**config.mk**
```make
export PLATFORM = sky130hd
export DESIGN_NAME = vx_tex_req_unit
export DESIGN_NICKNAME = d
export VERILOG_FILES = /design/src/rtl/vx_tex_req_unit.sv
export SDC_FILE = /design/constraint.sdc
export NUM_CORES = 1
export LEC_CHECK = 0
export CORE_AREA = 2 2 471 473
export CTS_CLUSTER_SIZE = 30
export DETAILED_ROUTE_END_ITERATION = 16
export DIE_AREA = 0 0 473 475
export PLACE_DENSITY_LB_ADDON = 0.15
export SLEW_MARGIN = 5
export SYNTH_ARGS = -nofsm -noshare
export SYNTH_HDL_FRONTEND = slang
export SYNTH_SLANG_ARGS = --single-unit
```
**constraint.sdc**
```tcl
create_clock -name clk -period 10.6 [get_ports clk]
set_input_delay 2.12 -clock clk [delete_from_list [all_inputs] [get_ports clk]]
set_output_delay 2.12 -clock clk [all_outputs]
set_load 0.01 [all_outputs]
```
**src/rtl/vx_tex_req_unit.sv**
```systemverilog
// Texture request unit: tag table that issues tagged sampler requests and rejoins out-of-order
// sampler responses with their metadata. Optional perf counters when TEX_REQ_PERF_EN is defined.
`ifndef NUM_THREADS
`define NUM_THREADS 4
`endif
`ifndef UUID_BITS
`define UUID_BITS 44
`endif
`ifndef NW_BITS
`define NW_BITS 2
`endif
`ifndef NR_BITS
`define NR_BITS 5
`endif
`ifndef NTEX_BITS
`define NTEX_BITS 1
`endif
`ifndef PERF_CTR_BITS
`define PERF_CTR_BITS 44
`endif

module vx_tex_req_unit #(
  parameter int TAG_COUNT = 4,
  localparam int TAG_BITS = $clog2(TAG_COUNT)
) (
  input  logic                                 clk,
  input  logic                                 reset,
  input  logic                                 req_valid,
  input  logic [`UUID_BITS-1:0]                req_uuid,
  input  logic [`NW_BITS-1:0]                  req_wid,
  input  logic [`NUM_THREADS-1:0]              req_tmask,
  input  logic [31:0]                          req_PC,
  input  logic [`NR_BITS-1:0]                  req_rd,
  input  logic                                 req_wb,
  input  logic [`NTEX_BITS-1:0]                req_unit,
  input  logic [1:0][`NUM_THREADS-1:0][31:0]   req_coords,
  input  logic [`NUM_THREADS-1:0][31:0]        req_lod,
  output logic                                 req_ready,
  output logic                                 smp_req_valid,
  output logic [TAG_BITS-1:0]                  smp_req_tag,
  output logic [`NTEX_BITS-1:0]                smp_req_unit,
  output logic [`NUM_THREADS-1:0]              smp_req_tmask,
  output logic [1:0][`NUM_THREADS-1:0][31:0]   smp_req_coords,
  output logic [`NUM_THREADS-1:0][31:0]        smp_req_lod,
  input  logic                                 smp_req_ready,
  input  logic                                 smp_rsp_valid,
  input  logic [TAG_BITS-1:0]                  smp_rsp_tag,
  input  logic [`NUM_THREADS-1:0][31:0]        smp_rsp_texels,
  output logic                                 smp_rsp_ready,
  output logic                                 rsp_valid,
  output logic [`UUID_BITS-1:0]                rsp_uuid,
  output logic [`NW_BITS-1:0]                  rsp_wid,
  output logic [`NUM_THREADS-1:0]              rsp_tmask,
  output logic [31:0]                          rsp_PC,
  output logic [`NR_BITS-1:0]                  rsp_rd,
  output logic                                 rsp_wb,
  output logic [`NUM_THREADS-1:0][31:0]        rsp_data,
  input  logic                                 rsp_ready
`ifdef TEX_REQ_PERF_EN
  ,
  output logic [`PERF_CTR_BITS-1:0]            perf_stalls,
  output logic [TAG_BITS:0]                    perf_pending
`endif
);

  // Every channel transfers on a cycle where valid && ready are both high at the clock edge;
  // a producer holds valid and its payload stable until that transfer happens.

  typedef struct packed {
    logic [`UUID_BITS-1:0]   uuid;
    logic [`NW_BITS-1:0]     wid;
    logic [`NUM_THREADS-1:0] tmask;
    logic [31:0]             pc;
    logic [`NR_BITS-1:0]     rd;
    logic                    wb;
  } meta_t;

  logic [TAG_COUNT-1:0] free_mask;
  meta_t                meta_ram [TAG_COUNT];
  meta_t                rsp_meta;
  logic                 any_free;
  logic [TAG_BITS-1:0]  alloc_tag;
  logic                 req_fire;
  logic                 rsp_fire;

  // Lowest-index free tag wins.
  always_comb begin
    alloc_tag = '0;
    for (int i = TAG_COUNT - 1; i >= 0; i--) begin
      if (free_mask[i]) alloc_tag = TAG_BITS'(i);
    end
  end

  assign any_free      = |free_mask;
  assign req_ready     = !reset && any_free && (!smp_req_valid || smp_req_ready);
  assign req_fire      = req_valid && req_ready;
  assign smp_rsp_ready = !rsp_valid || rsp_ready;
  assign rsp_fire      = smp_rsp_valid && smp_rsp_ready;

  // Allocation decodes the pre-edge mask, so a tag freed this cycle is only visible next cycle.
  always_ff @(posedge clk) begin
    if (reset) begin
      free_mask <= '1;
    end else begin
      if (rsp_fire) free_mask[smp_rsp_tag] <= 1'b1;
      if (req_fire) free_mask[alloc_tag] <= 1'b0;
    end
  end

  always_ff @(posedge clk) begin
    if (req_fire) meta_ram[alloc_tag] <= {req_uuid, req_wid, req_tmask, req_PC, req_rd, req_wb};
  end

  always_ff @(posedge clk) begin
    if (reset) begin
      smp_req_valid  <= 1'b0;
      smp_req_tag    <= '0;
      smp_req_unit   <= '0;
      smp_req_tmask  <= '0;
      smp_req_coords <= '0;
      smp_req_lod    <= '0;
    end else if (req_fire) begin
      smp_req_valid  <= 1'b1;
      smp_req_tag    <= alloc_tag;
      smp_req_unit   <= req_unit;
      smp_req_tmask  <= req_tmask;
      smp_req_coords <= req_coords;
      smp_req_lod    <= req_lod;
    end else if (smp_req_ready) begin
      smp_req_valid  <= 1'b0;
    end
  end

  always_ff @(posedge clk) begin
    if (reset) begin
      rsp_valid <= 1'b0;
      rsp_meta  <= '0;
      rsp_data  <= '0;
    end else if (rsp_fire) begin
      rsp_valid <= 1'b1;
      rsp_meta  <= meta_ram[smp_rsp_tag];
      rsp_data  <= smp_rsp_texels;
    end else if (rsp_ready) begin
      rsp_valid <= 1'b0;
    end
  end

  assign rsp_uuid  = rsp_meta.uuid;
  assign rsp_wid   = rsp_meta.wid;
  assign rsp_tmask = rsp_meta.tmask;
  assign rsp_PC    = rsp_meta.pc;
  assign rsp_rd    = rsp_meta.rd;
  assign rsp_wb    = rsp_meta.wb;

  always_ff @(posedge clk) begin
    if (!reset && rsp_fire) begin
      assert (!free_mask[smp_rsp_tag])
        else $error("vx_tex_req_unit: sampler response for free tag %0d", smp_rsp_tag);
    end
  end

`ifdef TEX_REQ_PERF_EN
  localparam int PCW = `PERF_CTR_BITS;
  logic [TAG_BITS:0] busy_cnt;

  always_comb begin
    busy_cnt = '0;
    for (int i = 0; i < TAG_COUNT; i++) begin
      if (!free_mask[i]) busy_cnt = busy_cnt + (TAG_BITS + 1)'(1);
    end
  end

  assign perf_pending = busy_cnt;

  always_ff @(posedge clk) begin
    if (reset) begin
      perf_stalls <= '0;
    end else if (req_valid && !req_ready) begin
      perf_stalls <= perf_stalls + PCW'(1);
    end
  end
`endif

endmodule

```
Yosys cells after proc, flatten, opt, wreduce, memory -nomap -nowiden --
Memory sizes are Yosys's and may differ from the RTL's. A register that Yosys moved wholly into a read port is not among the register bits. Cells that the tools add are included.
Cells by class: $lt $le $gt $ge 4, mux-type cells 17, bitwise logic cells 3, reductions and logical operators 14
Operators with widths (count):
- 4-bit 2-to-1 mux | 3
- 1-bit 2-to-1 mux | 8
- 2-bit 2-to-1 mux | 4
- 1-bit logical AND | 6
- 2-bit by 3-bit < comparator with 1-bit output (second input constant) | 2
- 4-bit bitwise AND | 1
- 1-bit demux with 2-bit select | 2
- 2-bit by 1-bit greater-or-equal comparator with 1-bit output (second input constant) | 2
- 4-bit inverter | 1
- 4-bit OR | 1
- 2-bit nonzero test | 2
- 4-bit OR reduction | 1
- 1-bit logical NOT | 3
- 1-bit logical OR | 2
Storage, ports and cells: flip-flop bits (word level) 525, bits in writable memories 352, word-level logic and storage cells 61, memories 1
Memories:
- meta_ram | words 4, width 88, read ports 1, clocked after memory_dff 1, wr ports 1, RTL line 79 | meta_t meta_ram [TAG_COUNT];

Longest topological paths before layout --
depth in word-level cells 11, depth in mapped cells 7, mapped depth without buffers 4

Worst setup path before layout --
Ideal clock, no wire load.
path type input-to-reg, from in reset, to mem meta_ram[1][0] (netlist bit) (enable), data arrival time 8.584 ns, data required time 9.957 ns, slack 1.373 ns, stages on the path 4, cell sequence clkinv_1 > clkbuf_1 > nand3_1 > nor3_1
Between the ends: word-level cells in the longest chain between the ends 6
RTL lines:
- start: declaration | RTL line 27 | input logic reset,
- 1-bit logical NOT
- 1-bit logical AND (2 in series) | RTL line 95 | assign req_ready = !reset && any_free && (!smp_req_valid || smp_req_ready);
- 1-bit logical AND | RTL line 96 | assign req_fire = req_valid && req_ready;
- 1-bit 2-to-1 mux | RTL line 111 | if (req_fire) meta_ram[alloc_tag] <= {req_uuid, req_wid, req_tmask, req_PC, req_rd, req_wb};
- 1-bit 2-to-1 mux (implied by the code) | RTL line 111
- end: declaration | RTL line 79
No other way between the ends.

Final worst setup path --
from in rsp_ready, to out smp_rsp_ready
Between the ends: word-level cells in the longest chain between the ends 1
RTL lines:
- start: declaration | RTL line 58 | input logic rsp_ready
- 1-bit logical OR | RTL line 97 | assign smp_rsp_ready = !rsp_valid || rsp_ready;
- end: declaration | RTL line 49 | output logic smp_rsp_ready,
No other way between the ends.

==> results.py <==
metrics = {
    "sta": {
        "timing.final.hold_violations": 0,
        "setup_viol": 0,
        "setup_tns_ps": 0,
        "skew_ps": 82.33,
        "rsz0062_at_grt": "false",
        "relSlewSlack": 0.03129,
        "finalCritPeriodShare": 0.6237,
        "holdWs_ps": 473.2,
        "max_freq_mhz": 151.3,
        "maxSlewViolCount": 0,
        "min_period_ps": 6611,
        "tightest_slew_ps": 1453,
    },
    "yosys": {
        "synth_warnings": 0,
        "synth_ff_type": "dfxtp_1",
        "syn_nets": 3876,
        "synth_seq_cells": 965,
        "ys_async_sr_fraction": 0,
        "synth-edff-count": 352,
        "netlist_area_sq_mm": 0.03675,
        "synth_area_per_cell_sq_um": 11.25,
        "yosysSeqAreaShare": 0.6215,
        "yosysUniqueCellTypes": 33,
        "syn_inst": 3267,
    },
    "power_and_ir_drop": {
        "ir_drop_mv": 0.1407,
        "p_leak_nw": 19.24,
        "power.total_mw": 9.241,
        "cellPowerDensity_mw_per_mm2": 167.4,
    },
    "clock_tree": {
        "ctsResizeCount": 0,
        "clk_pin_slew_ps": 60,
        "clk_latency_ps": 790,
        "postCtsSetupBuffers": 0,
        "htree_levels": 3,
        "root_buffer": "clkbuf_16",
        "cts_tree": "done",
        "cts_sinks": 965,
        "numCtsBuffers": 118,
        "clockBufferDepth": 3,
        "hold_buffers": 0,
    },
    "routing": {
        "via_per_inst": 4.317,
        "drt-pass1-iter-count": 6,
        "postRouteAntennaNets": 0,
        "vias": 31410,
        "post_drt_wl_per_cell_um": 26.19,
        "routed_wl_um": 190600,
        "drt_iter0_drc": 2065,
        "drc": 0,
    },
    "place": {
        "dp_hpwl_um": 131400,
        "io_buffers": 1219,
        "place.gp.congestion": 0.8673,
        "place_area_sq_mm": 0.05137,
    },
    "critical_path": {
        "cp.buffers_inverters": 4,
        "cp-end-kind": "output port",
        "cp_slowest_cell": "clkdlybuf4s50_1",
        "worst_ep_required_time_ps": 8480,
        "cpPeakStageDelay_ps": 580,
        "crit_top_cell": "clkdlybuf4s50_1",
        "worstSetupStartpointType": "primary input",
        "crit_fanout": 99,
        "crit_family": "buffers and inverters",
        "criticalPathCategory": "in2out",
        "worstPathCellList": "clkdlybuf4s50_1 -> nor2b_4 -> buf_4 -> inv_8 -> clkdlybuf4s50_1",
        "worstPathArrival_ps": 4490,
    },
    "layout": {
        "utilization": 0.2520,
        "drive_gt1_frac": 0.07102,
        "syn_to_final_growth_pct": 50.25,
        "final.fill_count": 23260,
        "fin_nets": 4893,
        "design_area_sq_mm": 0.05522,
    },
    "status": {
        "status": "complete, no violations",
    },
    "global_routing": {
        "antenna_found_initial": 85,
        "grt_pass1_vias": 31440,
        "grt_util_all_layers": 0.1612,
        "grt_pass1_wl_um": 259500,
        "grt_overflow": 0,
        "grt_max_degree": 203,
    },
    "floorplan": {
        "rows": 172,
        "ioPinCount": 1220,
        "die_h_um": 475,
        "coreArea_sq_mm": 0.2191,
        "start_util": 0.1678,
        "die-width_um": 473,
        "die_area_sq_mm": 0.2247,
    },
    "flow_run": {
        "max_cap_viol_count": 0,
    },
    "hold_path": {
        "hold_class": "reg2reg",
    },
}
==> state kept, by name (all words and copies together), names as in the netlist <==
signal          count
smp_req_valid       1
rsp_wid             2
rsp_uuid           44
smp_req_tmask       4
smp_req_lod       128
rsp_data          128
free_mask           4
rsp_wb              1
rsp_valid           1
meta_ram          352
smp_req_tag         2
smp_req_unit        1
rsp_tmask           4
rsp_rd              5
smp_req_coords    256
rsp_PC             32
==> kinds of logic (layout without fill, tap and decap cells) <==
group	after synthesis	in the layout	synth area share
AOI/OAI and AO/OA	1219	1219	0.2066
DFF	965	965	0.6215
buffers and inverters	752	1864	0.08416
and+or+nand+nor	242	242	0.03350
muxes	89	89	0.05423
other	0	25	0
==> cell type report <==
class | instances | area [sq um] | share of cell area
Timing Repair Buffer | 1255 | 12570 | 0.2276
Inverter | 394 | 1506 | 0.02728
Tap cell | 2871 | 3592 | 0.06505
Sequential cell | 965 | 22840 | 0.4137
Clock buffer | 164 | 3236 | 0.05860
Multi-Input combinational cell | 1550 | 10870 | 0.1968
Clock inverter | 51 | 545.5 | 0.009879
Antenna cell | 25 | 62.56 | 0.001133
==> where the power goes <==
part	switching [mW]	total [mW]	leakage (nW)	internal, mW
sequential	0.0861	4.09	8.24	4.01
combinational	0.585	1.14	9.16	0.553
clock	1.73	4.01	1.84	2.28
total	2.40	9.24	19.2	6.84
==> cells in the final DEF, fill, tap and decap left out, drive strengths merged <==
cell type / n
o41a: 1
clkinvlp: 3
nand2b: 2
o311ai: 389
dfxtp: 613
and3: 2
or4: 1
a311o: 1
inv: 396
diode: 25
nor2: 7
edfxtp: 352
nand3: 217
a21oi: 219
nor2b: 3
a221o: 2
a2bb2oi: 1
clkdlybuf4s50: 1215
clkbuf: 165
bufinv: 6
nor4: 2
buf: 39
mux2: 1
nor3: 4
nand4: 3
and2: 1
o221a: 1
o21ai: 605
mux4: 88
clkinv: 40
==> synth_stat cells (3+ instances only) <==
library cell	instances	share of area
nor3_1	4	0.00054
nand3_1	217	0.030
nor2_1	7	0.00072
o311ai_1	32	0.0076
inv_1	392	0.040
nor2b_1	3	0.00051
buf_4	6	0.0012
buf_6	22	0.0067
o21ai_1	210	0.029
o311ai_0	357	0.085
buf_2	66	0.0090
o21ai_0	395	0.054
mux4_2	88	0.054
edfxtp_1	352	0.29
buf_1	19	0.0019
clkbuf_1	245	0.025
dfxtp_1	613	0.33
a21oi_1	219	0.030
==> worst paths after layout <==
check,slack (ps),start,end,depth (start not counted)
worst min-delay path,470,rsp_data[0],rsp_data[0],2
worst min register to register,470,rsp_data[0],rsp_data[0],2
worst max register to register,6760,free_mask[2],smp_req_coords[68],6
worst max-delay path,3990,rsp_ready,smp_rsp_ready,5
==> layer usage <==
metal,track usage,vias up,part of all wire
met1,0.2017,15750,0.42
met3,0.06180,288,0.087
met5,0,-,0.0020
met2,0.2550,1081,0.46
li1,-,14220,-
met4,0.04959,64,0.030
==> through the flow <==
| stage | instances | worst slack (ps) |
|---|---|---|
| floorplan | 3267 | 1373 |
| detailed placement | 7035 | 3893 |
| CTS | 7250 | 3890 |
| global route | 7258 | 3840 |
| global placement | 7035 | 3940 |
| finish | 7275 | 3989 |
==> worst reg2reg max path: stages, from the launching register on <==
cell and delay (ps):
dfxtp_1 380, nor4_2 490, buf_4 660, buf_4 740
buf_4 940, o311ai_0 370, o21ai_1 130
(Power assumes the default switching activity.)
